<file path="src/rtl/crc16_pkg.sv">
// Shared constants and the byte-wide update for the reflected CRC-16/IBM
// (poly 0x8005 reflected as 0xA001, init 0xFFFF, no final XOR).
package crc16_pkg;

  localparam logic [15:0] CRC16_INIT      = 16'hFFFF;
  localparam logic [15:0] CRC16_POLY_REFL = 16'hA001;

  // Fold one byte LSB-first into the running CRC.
  function automatic logic [15:0] crc16_step(input logic [15:0] crc, input logic [7:0] data);
    logic [15:0] c;
    c = crc ^ {8'h00, data};
    for (int i = 0; i < 8; i++) begin
      c = c[0] ? ((c >> 1) ^ CRC16_POLY_REFL) : (c >> 1);
    end
    return c;
  endfunction

endpackage

</file>
<file path="src/rtl/crc16_byte_step.sv">
// Combinational single-byte CRC-16 update; one instance per channel.
module crc16_byte_step
  import crc16_pkg::*;
(
  input  logic [15:0] crc_i,
  input  logic [7:0]  byte_i,
  output logic [15:0] crc_o
);

  assign crc_o = crc16_step(crc_i, byte_i);

endmodule

</file>
<file path="config.mk">
export PLATFORM = sky130hd
export DESIGN_NAME = crc16_byte_step
export DESIGN_NICKNAME = d
export VERILOG_FILES = /design/src/rtl/crc16_pkg.sv /design/src/rtl/crc16_byte_step.sv
export SDC_FILE = /design/constraint.sdc
export NUM_CORES = 1
export LEC_CHECK = 0
export CORE_AREA = 2 2 39 41
export DETAILED_ROUTE_END_ITERATION = 6
export DIE_AREA = 0 0 41 43
export PLACE_DENSITY = 0.72
export SETUP_SLACK_MARGIN = 0.1
export SLEW_MARGIN = 30
export SYNTH_ARGS = -nofsm -noshare
export SYNTH_HDL_FRONTEND = slang
export SYNTH_SLANG_ARGS = --single-unit
</file>
<file path="constraint.sdc">
create_clock -name vclk -period 2.1
set_input_delay 0.42 -clock vclk [all_inputs]
set_output_delay 0.42 -clock vclk [all_outputs]
set_load 0.005 [all_outputs]
</file>
; Word-level counts from Yosys, hierarchy flattened
; Cells that the tools add are included.
[word_totals]
ff_bits = 0
output_inout_bits = 16
[op_classes]
mux = 8
bitwise = 9
[ops]
columns = operator, n
row1 = $mux 16, 8
row2 = $not 2->3, 8
row3 = $xor 16x8->16, 1

; Depth between registers and ports, before layout
[depth]
depth_word = 17
depth_mapped = 4

; Worst setup path after synthesis
; OpenSTA, ideal clock, no wires.
[synth_path]
path_type = input port to output port
from = input byte_i[4]
to = output crc_o[0]
arrival_ns = 1.463
t_required_ns = 1.680
slack_ns = 0.217
stages = 4
cell_sequence = xnor2_1 xor2_1 xnor2_2 xnor3_1
[synth_between]
elab_chain_cells = 10
[synth_lines]
columns = element, line
row1 = start: declaration, crc16_byte_step.sv:6  ; input logic [7:0] byte_i,
row2 = $xor 16x8->16 (*), crc16_pkg.sv:11  ; c = crc ^ {8'h00, data};
row3 = $mux 16 (*) (3 in a row), crc16_pkg.sv:13  ; c = c[0] ? ((c >> 1) ^ CRC16_POLY_REFL) : (c >> 1);
row4 = $not 2->3 (no line), n/a
row5 = $mux 16 (*) (5 in a row), crc16_pkg.sv:13
row6 = end: declaration, crc16_byte_step.sv:7  ; output logic [15:0] crc_o
; Mark *: on every way between the ends. The rest lies on a longest branch, timed or not.

; Worst setup path after layout
[layout_path]
from = input byte_i[1]
to = output crc_o[0]
[layout_between]
elab_chain_cells = 10
[layout_lines]
columns = element, line
row1 = $xor 16x8->16 (*), crc16_pkg.sv:11
row2 = $not 2->3 (no line), n/a
row3 = $mux 16 (*) (8 in a row), crc16_pkg.sv:13
; Marks and branches as above.

==> summary.md <==
| Metric | Value |
|---|---|
| Outcome | finished clean |
| I/O pins | 40 |
| Least-Margin Pin Slew | 0.232 ns |
| Crit share post-route | 0.985 |
| GP Congestion | about 0.54 |
| Most common cell after layout, fill and taps aside | buf_4 |
| Number of library cell types mapped by synthesis | 7 |
| Final Hold Viols | 0 |
| Largest net degree at the start of global routing | 3 |
| Die area | around 1800 µm² |
| Multi-input gate area | approximately 360 µm² |
| HP Class | input pin to output port |
| Setup violations, final | 0 |
| FP Rows | 14 |
| Ant. Diodes | 0 |
| Crit path DAT | 1.65 ns |
| DRT iter0 DRCs | 0 |
| Core area | roughly 1400 µm² |
| Fill count | 139 |
| CP startpoint | byte_i[1] |
| Sequential share of the synthesized area | 0 |
| RSZ-0062 raised after global routing | true |
| Max incr delay on CP | around 0.31 ns |
| Initial Util | 0.202 |
| Drt total wl | 851 µm |
| Warnings from Yosys | 0 |
| CP max FO | 2 |
| Top-area cell type share of the netlist area | 0.377 |
| Vias in the first global route | around 350 |
| Max_cap viols | 0 |
| CP Launch Type | input pin |
| Final core occ | 0.562 |
| Cell taking the most area after synthesis | xnor2_1 |
| Vias/cell | 3.77 |
| Routed len/inst | between 9 and 10 µm |
| Die W | roughly 41 µm |
| CP endpoint kind | output port |
| Post-Syn Area per Cell | a little under 10 µm² |
| Global route total overflow | 0 |
| Die Ht | 43 µm |
| Critical Path End | crc_o[0] |
| Total Neg Setup Slack | 0 ns |
| VDD IR max | about 0.21 mV |
| Critical path type | input pin to output port |
| Top post-synthesis cells by area | xnor2_1, xor2_1, buf_4, xnor2_2, xnor3_1 |
| Overall Power | around 440 µW |
| Relative slew slack | 0.844 |
| CP max-delay cell | xnor3_1 |
| Area delta synth->final | 179% |
| P per Cell Area | 570 nW/µm² |
| Commonest non-fill, non-tap cells in the layout | buf_4, buf_2, xnor2_2 |
| Worst Path Required | between 1.5 and 2 ns |
| Slew Viols, Final | 0 |
| First-pass DRT Iterations | 1 |
| Flip-flop and latch count | 0 |
| CP cell instances | buf_8, xor2_4, xnor2_2, buf_4, xnor2_4, xnor3_1, buf_2 |
| Initial antenna violation count | 0 |
| Post-route ant nets | 0 |
| Cell Area, Synth | around 280 µm² |
| Syn Nets | 53 |
| Port bufs | 30 |
| Vias | between 300 and 400 |
| CTS Hold Bufs | 0 |
| Fmax | 483 MHz |
| Syn Inst Count | 29 |
| Nets | around 100 |
| Layout cells sized above 1 | 0.724 |
| Sequential Area | 0 µm² |
| Clock buffers | 0 |
| GRT Total Usage | 0.111 |
| Leak | roughly 0.00040 µW |
| Global-route wire length before repair | between 1 and 1.5 mm |
| Tmin final | 2.07 ns |
| Number of remaining DRC errors | 0 |
[kinds of logic after synthesis]
kind of cell | share of synthesized area
xor gates and xnor gates | 0.852
buffers and inverters | 0.148
[metrics by stage]
| step | instance area, µm² | std cells | setup slack (ns) | hold slack (ns) |
|---|---|---|---|---|
| after floorplan | 279 | 29 | 0.217 | 0.895 |
| after global placement | 644 | 81 | -0.687 | 0.840 |
| final | 778 | 92 | 0.0313 | 0.840 |
| after global routing | 778 | 92 | -0.0288 | 0.840 |
| after CTS | 712 | 90 | 0.00991 | 0.840 |
| after detailed placement | 644 | 81 | -0.696 | 0.840 |
[power breakdown]
group          total, µW  switching, µW  internal [µW]
registers              0              0              0
logic                444            155            289
clock network          0              0              0
[layer usage]
layer / vias to the layer above / wire length, µm / track usage
met4: 0 / 0 / 0
met2: 17 / 567 / 0.247
li1: 172 / - / -
met1: 158 / 216 / 0.100
met3: 0 / 68 / 0
met5: - / 0 / 0
[repair_timing]
action	CTS	global route
pin swaps	18	12
endpoints found under the setup margin	11	5
buffers inserted	9	3
resized for setup	83	14
[layout make-up]
type / instances / share of cell area
multi-input combinational: 23 / 0.465
inverter: 1 / 0.00482
tap: 16 / 0.0257
timing repair buffer: 52 / 0.505
[critical path: cells and delay by family]
family | cells | cell delay, ns
xor gates and xnor gates | 4 | 0.82
buffers and inverters | 3 | 0.40
[cells in the mapped netlist, drive strengths merged]
| master | n |
|---|---|
| inv | 1 |
| xor2 | 8 |
| xnor3 | 1 |
| xnor2 | 14 |
| buf | 5 |
[worst min path at each step]
stage                          from  endpoint  slack, ns  cells after the start
after floorplan           crc_i[15]  crc_o[7]       0.90                      1
after global placement     crc_i[9]  crc_o[1]       0.84                      0
after detailed placement   crc_i[9]  crc_o[1]       0.84                      0
after CTS                  crc_i[9]  crc_o[1]       0.84                      0
after global routing      crc_i[10]  crc_o[2]       0.84                      0
final                      crc_i[9]  crc_o[1]       0.84                      0
No activity file was read; power rests on OpenSTA's default activity.
